==> src/rtl/instr_decode_reg.sv <==
// rtl/instr_decode_reg.sv - IF/ID decode register with 2-entry skid buffer and flush
//
// Registers each fetched instruction with its PC and presents the decoded
// fields (opcode, rd, rs, rt, imm) to execute. A main/skid register pair lets
// fetch keep transferring through a one-cycle downstream stall, and flush
// squashes every held instruction on a taken branch.
//
// Ports:
//   clk, rst     rising-edge clock, synchronous active-high reset
//   in_valid     fetch offers in_instr/in_pc
//   in_ready     stage can accept (low only when both entries are occupied)
//   in_instr     fetched instruction
//   in_pc        PC of in_instr
//   flush        drop all held instructions and any same-cycle input
//   out_valid    decoded fields are valid
//   out_ready    execute accepts the presented instruction
//   out_opcode   instr[15:12]
//   out_rd       instr[11:8]
//   out_rs       instr[7:4]
//   out_rt       instr[3:0]
//   out_imm      instr[IMM_SIZE-1:0], feeds the sign extender
//   out_pc       PC of the presented instruction
module instr_decode_reg #(
    parameter int INSTR_SIZE = 16,
    parameter int IMM_SIZE   = 8,
    parameter int ADDR_SIZE  = 16
) (
    input  logic                  clk,
    input  logic                  rst,
    input  logic                  in_valid,
    output logic                  in_ready,
    input  logic [INSTR_SIZE-1:0] in_instr,
    input  logic [ADDR_SIZE-1:0]  in_pc,
    input  logic                  flush,
    output logic                  out_valid,
    input  logic                  out_ready,
    output logic [3:0]            out_opcode,
    output logic [3:0]            out_rd,
    output logic [3:0]            out_rs,
    output logic [3:0]            out_rt,
    output logic [IMM_SIZE-1:0]   out_imm,
    output logic [ADDR_SIZE-1:0]  out_pc
);

    // Occupancy encoding: EMPTY = no entry, FULL = main only, SKID = main + skid.
    localparam logic [1:0] ST_EMPTY = 2'd0;
    localparam logic [1:0] ST_FULL  = 2'd1;
    localparam logic [1:0] ST_SKID  = 2'd2;

    logic [1:0]            state_q, state_d;
    logic [INSTR_SIZE-1:0] main_instr_q, main_instr_d;
    logic [ADDR_SIZE-1:0]  main_pc_q, main_pc_d;
    logic [INSTR_SIZE-1:0] skid_instr_q, skid_instr_d;
    logic [ADDR_SIZE-1:0]  skid_pc_q, skid_pc_d;

    logic main_valid;
    logic skid_valid;
    logic acc;
    logic pop;

    assign main_valid = (state_q == ST_FULL) || (state_q == ST_SKID);
    assign skid_valid = (state_q == ST_SKID);

    // Depends on registered state only, so there is no out_ready -> in_ready path.
    assign in_ready  = ~skid_valid;
    assign out_valid = main_valid;

    assign acc = in_valid & in_ready;
    assign pop = out_valid & out_ready;

    always_comb begin
        state_d      = state_q;
        main_instr_d = main_instr_q;
        main_pc_d    = main_pc_q;
        skid_instr_d = skid_instr_q;
        skid_pc_d    = skid_pc_q;

        case (state_q)
            ST_EMPTY: begin
                if (acc) begin
                    main_instr_d = in_instr;
                    main_pc_d    = in_pc;
                    state_d      = ST_FULL;
                end
            end
            ST_FULL: begin
                if (pop && acc) begin
                    main_instr_d = in_instr;
                    main_pc_d    = in_pc;
                end else if (pop) begin
                    state_d = ST_EMPTY;
                end else if (acc) begin
                    // Main is stalled: park the new instruction behind it.
                    skid_instr_d = in_instr;
                    skid_pc_d    = in_pc;
                    state_d      = ST_SKID;
                end
            end
            ST_SKID: begin
                if (pop) begin
                    main_instr_d = skid_instr_q;
                    main_pc_d    = skid_pc_q;
                    state_d      = ST_FULL;
                end
            end
            default: state_d = ST_EMPTY;
        endcase

        // Clearing the occupancy is enough to squash everything; stale data in
        // the registers is never presented because out_valid drops with it.
        if (flush) begin
            state_d = ST_EMPTY;
        end
    end

    always_ff @(posedge clk) begin
        if (rst) begin
            state_q      <= ST_EMPTY;
            main_instr_q <= '0;
            main_pc_q    <= '0;
            skid_instr_q <= '0;
            skid_pc_q    <= '0;
        end else begin
            state_q      <= state_d;
            main_instr_q <= main_instr_d;
            main_pc_q    <= main_pc_d;
            skid_instr_q <= skid_instr_d;
            skid_pc_q    <= skid_pc_d;
        end
    end

    assign out_opcode = main_instr_q[15:12];
    assign out_rd     = main_instr_q[11:8];
    assign out_rs     = main_instr_q[7:4];
    assign out_rt     = main_instr_q[3:0];
    assign out_imm    = main_instr_q[IMM_SIZE-1:0];
    assign out_pc     = main_pc_q;

endmodule

==> config.mk <==
export PLATFORM = sky130hd
export DESIGN_NAME = instr_decode_reg
export DESIGN_NICKNAME = d
export VERILOG_FILES = /design/src/rtl/instr_decode_reg.sv
export SDC_FILE = /design/constraint.sdc
export NUM_CORES = 1
export LEC_CHECK = 0
export BUFFER_PORTS_ARGS = -buffer_cell sky130_fd_sc_hd__buf_2
export CELL_PAD_IN_SITES_DETAIL_PLACEMENT = 0
export CELL_PAD_IN_SITES_GLOBAL_PLACEMENT = 1
export CORE_ASPECT_RATIO = 0.9
export CORE_MARGIN = 5
export CORE_UTILIZATION = 38
export DETAILED_ROUTE_END_ITERATION = 7
export PLACE_DENSITY_LB_ADDON = 0.1
export SETUP_SLACK_MARGIN = 0.5
export SKIP_CTS_REPAIR_TIMING = 1
export SLEW_MARGIN = 10
export SYNTH_ARGS = -nofsm -noshare
export SYNTH_HDL_FRONTEND = slang
export SYNTH_SLANG_ARGS = --single-unit
==> constraint.sdc <==
create_clock -name clk -period 2.25 [get_ports clk]
set_input_delay 0.1125 -clock clk [delete_from_list [all_inputs] [get_ports clk]]
set_output_delay 0.1125 -clock clk [all_outputs]
set_load 0.02 [all_outputs]
==> results of run 1 <==
==> worst register-to-register path: stages, from the launching register on <==
cell	delay, ns
dfxtp_4	0.38
inv_4	0.05
ha_4	0.28
nand4b_1	0.10
a221o_2	0.49
clkbuf_16	0.21
or3_1	0.31
a21oi_1	0.15
==> cell type report <==
cell class / instances / area share (%)
multi-input combinational: 250 / 40.3
inverter: 3 / 0.434
clock buffer: 11 / 3.77
tap: 96 / 3.20
clock inverter: 5 / 0.768
timing repair buffer: 93 / 16.1
sequential: 66 / 35.4
==> per-stage QoR <==
step           worst slack (ns)  total power, mW  area, um^2
6_report                  0.217             2.68        3750
5_1_grt                   0.173             2.82        3750
4_1_cts                   0.216             2.64        3580
3_5_place_dp              0.242             1.76        3410
3_3_place_gp              0.294             1.75        3410
2_1_floorplan             0.413             1.60        2980
==> worst max-delay path by stage <==
stage                                     to  slack, ns  cells after the start
2_1_floorplan  main_instr_q[10]$_SDFFE_PP0P_       0.41                      8
3_3_place_gp          out_pc[5]$_SDFFE_PP0P_       0.29                      7
3_5_place_dp          out_pc[6]$_SDFFE_PP0P_       0.24                      7
4_1_cts               out_pc[6]$_SDFFE_PP0P_       0.22                      7
5_1_grt              out_pc[11]$_SDFFE_PP0P_       0.17                      7
6_report             out_pc[10]$_SDFFE_PP0P_       0.22                      7
==> cell usage in the layout, fill, tap and decap left out, drive strengths merged, types with 2 or more instances in the layout <==
cell type	count
dfxtp	66
or3	32
nand2	68
nand2b	2
a21oi	66
nor2	3
buf	88
clkbuf	14
clkinv	3
nand3	2
inv	4
dlygate4sd3	2
o21ai	32
ha	5
mux2i	33
==> power groups by stage <==
stage                     logic (mW)  clock network [mW]  registers [mW]
after floorplan                0.241                   0            1.36
after global placement         0.450                   0            1.30
after detailed placement       0.456                   0            1.30
after CTS                      0.457               0.912            1.28
after global routing           0.575               0.959            1.28
final                          0.525               0.882            1.27
==> state kept, by name, summed over array words and instances, names as in the netlist <==
register / cells
main_instr_q: 16
out_pc: 16
skid_instr_q: 16
skid_pc_q: 16
state_q: 2
==> cells by family after synthesis <==
family / after synthesis
AO/OA/AOI/OAI: 101
adder cells (fa/ha/maj): 5
buffers and inverters: 41
flip-flops: 66
multiplexers: 33
AND/OR/NAND/NOR: 111
==> layer usage <==
layer | wire, um | GRT usage (%) | vias up
li1 | - | - | 1355
met1 | 3760 | 20.9 | 1242
met2 | 3830 | 25.4 | 54
met3 | 429 | 4.62 | 10
met4 | 101 | 5.83 | 0
met5 | 0 | 0 | -
==> summary.txt, run 1 <==
clock-pin slew on the worst setup and hold paths: 0.07 ns
P_sw: 798 uW
final wirelength: 8120 um
Synth Area in Adders: 2.12%
Hold Path End: skid_instr_q[6]$_SDFFE_PP0P_
Seq cells post-synth: 66
post-synth top area share: 44.8%
drt drc: 0
number of fill cells: 761
crit-path max cell delay: 0.49 ns
Reg2Reg Setup Slack: 0.22 ns
largest family of logic cells by synthesized area: simple AND/OR/NAND/NOR gates
Die Y: 93.6 um
Fin Clk Skew: 0.00512 ns
drt first pass iters: 4
die area: 9630 um^2
CTS tree: yes
post-synthesis sequential area ratio: 44.8%
end of the worst register-to-register path: out_pc[10]$_SDFFE_PP0P_
Bufs and invs on worst path: 2
cell taking the most area after synthesis: dfxtp_1
Avg Inst Size Synth: 8.27 um^2
Gate power share: 19.6%
WS Path Type: reg2reg
YS warnings: 0
first-pass GRT wire length: 12200 um
IO Count: 79
synth-to-layout area growth: 27.0%
gpl congestion: 0.833
R2R Path Start: state_q[1]$_SDFFE_PP0P_
worst path cell trace: inv_4 > ha_4 > nand4b_1 > a221o_2 > clkbuf_16 > or3_1 > a21oi_1
FMAX: 0.492 GHz
initial core utilization: 39.1%
multi-input logic area: 1510 um^2
wire per inst: 15.5 um
Synth Area in Compound Gates: 17.5%
Post-synth top flop: dfxtp_1
worst-skew pair later-pin latency: 0.35 ns
Seq pwr share: 47.5%
ranking of synthesized cells by area: dfxtp_1, a21oi_1, mux2i_1
vias in the first global route: 2492
Worst setup SP type: flop
Cells after Synth: 357
clock share of power: 32.9%
setup TNS: 0 ns
post-synthesis simple-gate area fraction: 17.8%
IO Port Bufs: 78
Post-Layout Cell Count: 524
depth of the most critical reg-to-reg path: 7
Routed Antenna Nets: 0
arrival time worst endpoint: 2.30 ns
Worst Hold Class: in2reg
data required time of the worst path: 2.52 ns
final setup vio count: 0
outcome: completed
hold path start: in_instr[6]
vias post-DR: 2661
number of buffers created by CTS: 9
Rel. slew slack: 54.4%
net count after synthesis: 399
initial antenna violation count: 0
Detail Placement HPWL: 4710 um
Synth Cell Area: 2950 um^2
most frequent cell after synthesis: nand2_1
Hold WS: 0.00941 ns
Tcrit/Tclk final: 90.4%
Internal Pwr Total: 1.88 mW
crit path from: state_q[1]$_SDFFE_PP0P_
Final Max Tran Viols: 0
Final Net Count: 465
Die Span X: 103 um
GRT Util Overall: 16.1%
Distinct cells, synth: 24
largest net degree at the start of global routing: 61
CP Max Fanout: 7
endpoint class of the critical path: flop
VDD IR max: 0.366 mV
Post-synth top cells: nand2_1, a21oi_1, dfxtp_1
CTS Sinks: 66
ys async rst share: 0%
Max clock buf depth: 2
share of layout cells above drive strength 1: 29.2%
Root Driver: clkbuf_8
hold path depth: 3
diode count: 0
xor and xnor area share after synthesis: 0%
count of final hold-check violations: 0
total gr overflow: 0
DRT iter0 DRCs: 80
Net Sw Frac: 29.7%
sequential cell area: 1330 um^2
dpl cells: 500
fin util: 49.7%
Slowest cell on crit path: a221o_2
Max-cap violations: 0
htree depth: 3
Via-to-Cell Ratio: 5.08
EDFF count, synth: 0
Period minus WS final: 2.03 ns
mux share of post-synthesis cell area: 11.2%
Worst path top cell family by delay: compound AO/OA/AOI/OAI gates
Worst Max-Slew Pin Slew: 0.683 ns
leakage power total: 1.44 nW
FP Rows: 30
pwr/cell area: 715 nW/um^2
Core Region: 7540 um^2
RSZ-0062 raised after global routing: true
Note: power is estimated with default switching activity, not from simulation.
==> run 2: changes to the inputs <==
Settings changed: CORE_ASPECT_RATIO 0.9 to not set.
==> summary.txt, run 2 (synthesis results as in run 1) <==
Internal Pwr Total: 2.11 mW (+12%)
largest net degree at the start of global routing: 43 (-30%)
number of fill cells: 776 (+2.0%)
Die Span X: 98.1 um (-4.6%)
Tcrit/Tclk final: 92.1% (+1.7 points)
Detail Placement HPWL: 4750 um (+0.88%)
Worst Hold Class: in2reg
share of layout cells above drive strength 1: 30.0% (+0.75 points)
Period minus WS final: 2.07 ns (+0.0393 ns)
clock-pin slew on the worst setup and hold paths: 0.07 ns (about the same)
FP Rows: 32 (+6.7%)
IO Count: 79 (unchanged)
most common cell after layout, fill and taps aside: buf_2
most frequent cells in the layout: buf_2, nand2_1, dfxtp_1
Root Driver: clkbuf_8
VDD IR max: 0.346 mV (-5.6%)
Core Region: 7650 um^2 (+1.4%)
worst-skew pair later-pin latency: 0.34 ns (about the same)
Via-to-Cell Ratio: 5.06 (-0.40%)
pwr/cell area: 751 nW/um^2 (+5.0%)
Final Net Count: 471 (+1.3%)
CTS tree: yes
arrival time worst endpoint: 2.35 ns (+0.05 ns)
RSZ-0062 raised after global routing: true
htree depth: 3 (unchanged)
Max-cap violations: 0 (unchanged)
Final Max Tran Viols: 0 (unchanged)
diode count: 0 (unchanged)
data required time of the worst path: 2.53 ns (about the same)
FMAX: 0.483 GHz (-1.9%)
P_sw: 802 uW (+0.54%)
gpl congestion: 0.726 (-13%)
first-pass GRT wire length: 11800 um (-3.3%)
leakage power total: 1.50 nW (+4.1%)
Rel. slew slack: 64.2% (+9.7 points)
Worst setup SP type: flop
drt first pass iters: 4 (unchanged)
die area: 9630 um^2 (about the same)
setup TNS: 0 ns (unchanged)
final wirelength: 7950 um (-2.1%)
vias post-DR: 2711 (+1.9%)
Seq pwr share: 43.8% (-3.7 points)
outcome: completed
Routed Antenna Nets: 0 (unchanged)
CP Max Fanout: 8 (+1)
Max clock buf depth: 2 (unchanged)
number of buffers created by CTS: 9 (unchanged)
Worst Max-Slew Pin Slew: 0.538 ns (-0.146 ns)
Die Y: 98.1 um (+4.8%)
clock share of power: 37.1% (+4.2 points)
synth-to-layout area growth: 31.2%
CTS Sinks: 66 (unchanged)
post-place setup slack: 0.210 ns (-0.0320 ns)
Fin Clk Skew: 0.00730 ns (+0.00218 ns)
IO Port Bufs: 78 (unchanged)
Net Sw Frac: 27.6% (-2.2 points)
Gate power share: 19.1% (-0.5 points)
DRT iter0 DRCs: 120 (+50%)
initial core utilization: 38.6% (-0.52 points)
WS Path Type: reg2reg
final setup vio count: 0 (unchanged)
GRT Util Overall: 15.3% (-0.88 points)
setup ws final: 0.178 ns (-0.0393 ns)
drt drc: 0 (unchanged)
count of final hold-check violations: 0 (unchanged)
endpoint class of the critical path: flop
total gr overflow: 0 (unchanged)
vias in the first global route: 2323 (-6.8%)
wire per inst: 14.8 um (-4.3%)
initial antenna violation count: 0 (unchanged)
[run 2: changes by cell type in the layout (fill, tap and decap cells not counted), sizes merged]
cell	before	now
buf	88	94
bufinv	0	2
clkinvlp	1	0
dlygate4sd3	2	0
clkbuf	14	15
inv	4	3
a221o	1	2
[run 2: routing by layer]
metal / up-vias / wire length, um / global-route usage (%)
met5: - / 0 / 0
met3: 6 / 547 / 4.79
met2: 66 / 3810 / 24.2
met4: 0 / 59 / 5.04
li1: 1376 / - / -
met1: 1263 / 3530 / 19.8
[run 2: area by class of cell]
| type | instances | area [um^2] | area share, % |
|---|---|---|---|
| inverters | 3 | 16.3 | 0.420 |
| flip-flops and latches | 66 | 1330 | 34.3 |
| clock inverters | 5 | 78.8 | 2.04 |
| clock buffers | 11 | 131 | 3.39 |
| multi-input cells | 251 | 1520 | 39.1 |
| repair buffers | 98 | 674 | 17.4 |
| well taps | 102 | 128 | 3.30 |
[run 2: final timing paths]
| path | start | to | slack, ns | cells after the start |
|---|---|---|---|---|
| setup / recovery | state_q[1]$_SDFFE_PP0P_ | main_instr_q[4]$_SDFFE_PP0P_ | 0.18 | 7 |
| hold / removal | in_instr[9] | skid_instr_q[9]$_SDFFE_PP0P_ | 0.01 | 3 |
| setup reg to reg | state_q[1]$_SDFFE_PP0P_ | main_instr_q[4]$_SDFFE_PP0P_ | 0.18 | 7 |
| hold reg to reg | skid_pc_q[3]$_SDFFE_PP0P_ | skid_pc_q[3]$_SDFFE_PP0P_ | 0.45 | 2 |
[run 2: power groups by stage]
stage          combinational (mW)  clock, mW  sequential (mW)
2_1_floorplan               0.241          0             1.36
3_3_place_gp                0.452          0             1.30
3_5_place_dp                0.456          0             1.30
4_1_cts                     0.457       1.11             1.28
5_1_grt                     0.605       1.16             1.28
6_report                    0.554       1.08             1.27
[run 2: through the flow]
stage / hold slack [ns] / cell area, um^2 / utilization (%) / total power [mW] / instances
2_1_floorplan: 0.248 / 2980 / - / 1.60 / 357
3_3_place_gp: 0.363 / 3440 / 44.9 / 1.75 / 508
3_5_place_dp: 0.372 / 3440 / 44.9 / 1.76 / 508
4_1_cts: 0.00351 / 3650 / 47.7 / 2.84 / 524
5_1_grt: 0.00756 / 3870 / 50.6 / 3.05 / 536
6_report: 0.0136 / 3870 / 50.6 / 2.91 / 536
[run 2: worst max-delay path, stage by stage (launching register included)]
cell	delay [ns]
dfxtp_4	0.38
inv_4	0.04
ha_4	0.27
nand4b_1	0.12
a221o_2	0.53
clkbuf_16	0.22
or3_4	0.33
a21oi_2	0.13
==> run 3: changes to the inputs <==
--- a/config.mk
+++ b/config.mk
@@ -9,5 +9,5 @@
 export CELL_PAD_IN_SITES_DETAIL_PLACEMENT = 0
 export CELL_PAD_IN_SITES_GLOBAL_PLACEMENT = 1
-export CORE_MARGIN = 5
+export CORE_MARGIN = 1
 export CORE_UTILIZATION = 38
 export DETAILED_ROUTE_END_ITERATION = 7
==> constraint.sdc (replaced) <==
create_clock -name clk -period 2.25 [get_ports clk]
set_input_delay 0.1125 -clock clk [delete_from_list [all_inputs] [get_ports clk]]
set_output_delay 0.1125 -clock clk [all_outputs]
set_load 0.05 [all_outputs]
==> summary.txt, run 3 (synthesis results as in run 1) <==
initial core utilization: 40.1% (+1.5 points)
count of final hold-check violations: 0 (unchanged)
Period minus WS final: 1.95 ns (-0.121 ns)
Max clock buf depth: 2 (unchanged)
most common cell after layout, fill and taps aside: buf_2
number of buffers created by CTS: 9 (unchanged)
largest net degree at the start of global routing: 65 (+51%)
CP Max Fanout: 16 (+8)
final setup vio count: 0 (unchanged)
Slowest cell on crit path: a221o_2
worst-skew pair later-pin latency: 0.34 ns (about the same)
htree depth: 3 (unchanged)
synth-to-layout area growth: 25.2%
Core Region: 7370 um^2 (-3.6%)
vias in the first global route: 2330 (+0.30%)
data required time of the worst path: 2.52 ns (about the same)
Die Span X: 90.1 um (-8.2%)
fin util: 50.1% (-0.50 points)
Max-cap violations: 0 (unchanged)
wire per inst: 14.4 um (-3.2%)
die area: 8120 um^2 (-16%)
number of fill cells: 773 (-0.39%)
diode count: 0 (unchanged)
Final Max Tran Viols: 0 (unchanged)
setup ws final: 0.298 ns (+0.121 ns)
outcome: completed
Routed Antenna Nets: 0 (unchanged)
arrival time worst endpoint: 2.22 ns (-0.13 ns)
Hold WS: 0.0139 ns (+0.000285 ns)
FP Rows: 31 (-3.1%)
CTS Sinks: 66 (unchanged)
first-pass GRT wire length: 11100 um (-5.7%)
post-place setup slack: 0.322 ns (+0.112 ns)
setup TNS: 0 ns (unchanged)
GRT Util Overall: 17.1% (+1.8 points)
R2R Path Start: state_q[1]$_SDFFE_PP0P_
total gr overflow: 0 (unchanged)
end of the worst register-to-register path: main_instr_q[11]$_SDFFE_PP0P_
Worst setup SP type: flop
endpoint class of the critical path: flop
Detail Placement HPWL: 4290 um (-9.8%)
FMAX: 0.512 GHz (+6.2%)
crit-path max cell delay: 0.45 ns (-0.08 ns)
Bufs and invs on worst path: 2 (unchanged)
initial antenna violation count: 0 (unchanged)
Worst path top cell family by delay: compound AO/OA/AOI/OAI gates
DRT iter0 DRCs: 142 (+18%)
Via-to-Cell Ratio: 5.08 (+0.40%)
hold path start: in_instr[8]
WS Path Type: reg2reg
Rel. slew slack: 60.3% (-3.9 points)
most frequent cells in the layout: buf_2, nand2_1, dfxtp_1
drt drc: 0 (unchanged)
Fin Clk Skew: 0.00464 ns (-0.00266 ns)
gpl congestion: 0.710 (-2.2%)
worst path cell trace: inv_4 > ha_4 > nand4b_1 > a221o_2 > clkbuf_16 > or3_1 > a21oi_1
Tcrit/Tclk final: 86.7% (-5.4 points)
vias post-DR: 2661 (-1.8%)
final wirelength: 7530 um (-5.3%)
RSZ-0062 raised after global routing: true
Worst Hold Class: in2reg
drt first pass iters: 4 (unchanged)
clock-pin slew on the worst setup and hold paths: 0.07 ns (about the same)
share of layout cells above drive strength 1: 27.8% (-2.2 points)
IO Count: 79 (unchanged)
Final Power: 2.81 mW (-3.5%)
Root Driver: clkbuf_8
Hold Path End: skid_instr_q[8]$_SDFFE_PP0P_
Worst Max-Slew Pin Slew: 0.596 ns (+0.0584 ns)
IO Port Bufs: 78 (unchanged)
CTS tree: yes
pwr/cell area: 760 nW/um^2 (+1.2%)
hold path depth: 3 (unchanged)
depth of the most critical reg-to-reg path: 7 (unchanged)
leakage power total: 1.42 nW (-5.2%)
Die Y: 90.1 um (-8.2%)
Final Net Count: 463 (-1.7%)
Reg2Reg Setup Slack: 0.30 ns (+0.12 ns)
VDD IR max: 0.385 mV (+11%)
==> run 3: cell types whose count changed in the layout (fill, tap and decap cells not counted), sizes merged <==
cell | before | now
buf | 94 | 88
clkbuf | 15 | 16
clkinv | 3 | 1
clkinvlp | 0 | 1
bufinv | 2 | 0
a221o | 2 | 1
==> run 3: how the worst max path moves through the flow <==
stage	start	endpoint	slack, ns	cells past startpoint
6_report	state_q[1]$_SDFFE_PP0P_	main_instr_q[11]$_SDFFE_PP0P_	0.30	7
5_1_grt	state_q[0]$_SDFFE_PP0P_	main_instr_q[15]$_SDFFE_PP0P_	0.22	7
4_1_cts	state_q[0]$_SDFFE_PP0P_	main_instr_q[9]$_SDFFE_PP0P_	0.31	7
3_5_place_dp	state_q[0]$_SDFFE_PP0P_	out_pc[4]$_SDFFE_PP0P_	0.32	7
3_3_place_gp	state_q[0]$_SDFFE_PP0P_	main_instr_q[9]$_SDFFE_PP0P_	0.38	7
2_1_floorplan	state_q[0]$_SDFFE_PP0P_	main_instr_q[10]$_SDFFE_PP0P_	0.38	7
==> run 3: through the flow <==
step	std cells	instance area [um^2]
after detailed placement	505	3410
after floorplan	357	2970
after global routing	524	3690
after global placement	505	3410
final	524	3690
after CTS	520	3580
==> run 3: cell type report <==
cell class	count	area [um^2]	area share, %
multi-input combinational	250	1490	40.3
sequential	66	1330	36.0
timing repair buffer	91	566	15.3
clock buffer	13	159	4.30
tap	99	124	3.35
inverter	3	16.3	0.440
clock inverter	2	12.5	0.339
==> run 3: metal layers <==
metal,share of wire (%),wire length (um),up-vias,track usage (%)
met5,0,0,-,0
met4,0.50,38,0,4.03
met2,48,3640,66,29.1
li1,-,-,1343,-
met1,46,3440,1246,20.5
met3,5.6,418,6,6.09
==> run 3: worst min-delay path, stage by stage <==
cell     delay, ns
buf_2         0.10
nand2_1       0.05
a21oi_1       0.05
==> run 3: power breakdown <==
part	switching [mW]	total, mW	internal, mW
logic	0.440	0.650	0.210
clock network	0.433	0.886	0.453
registers	0.0354	1.27	1.24
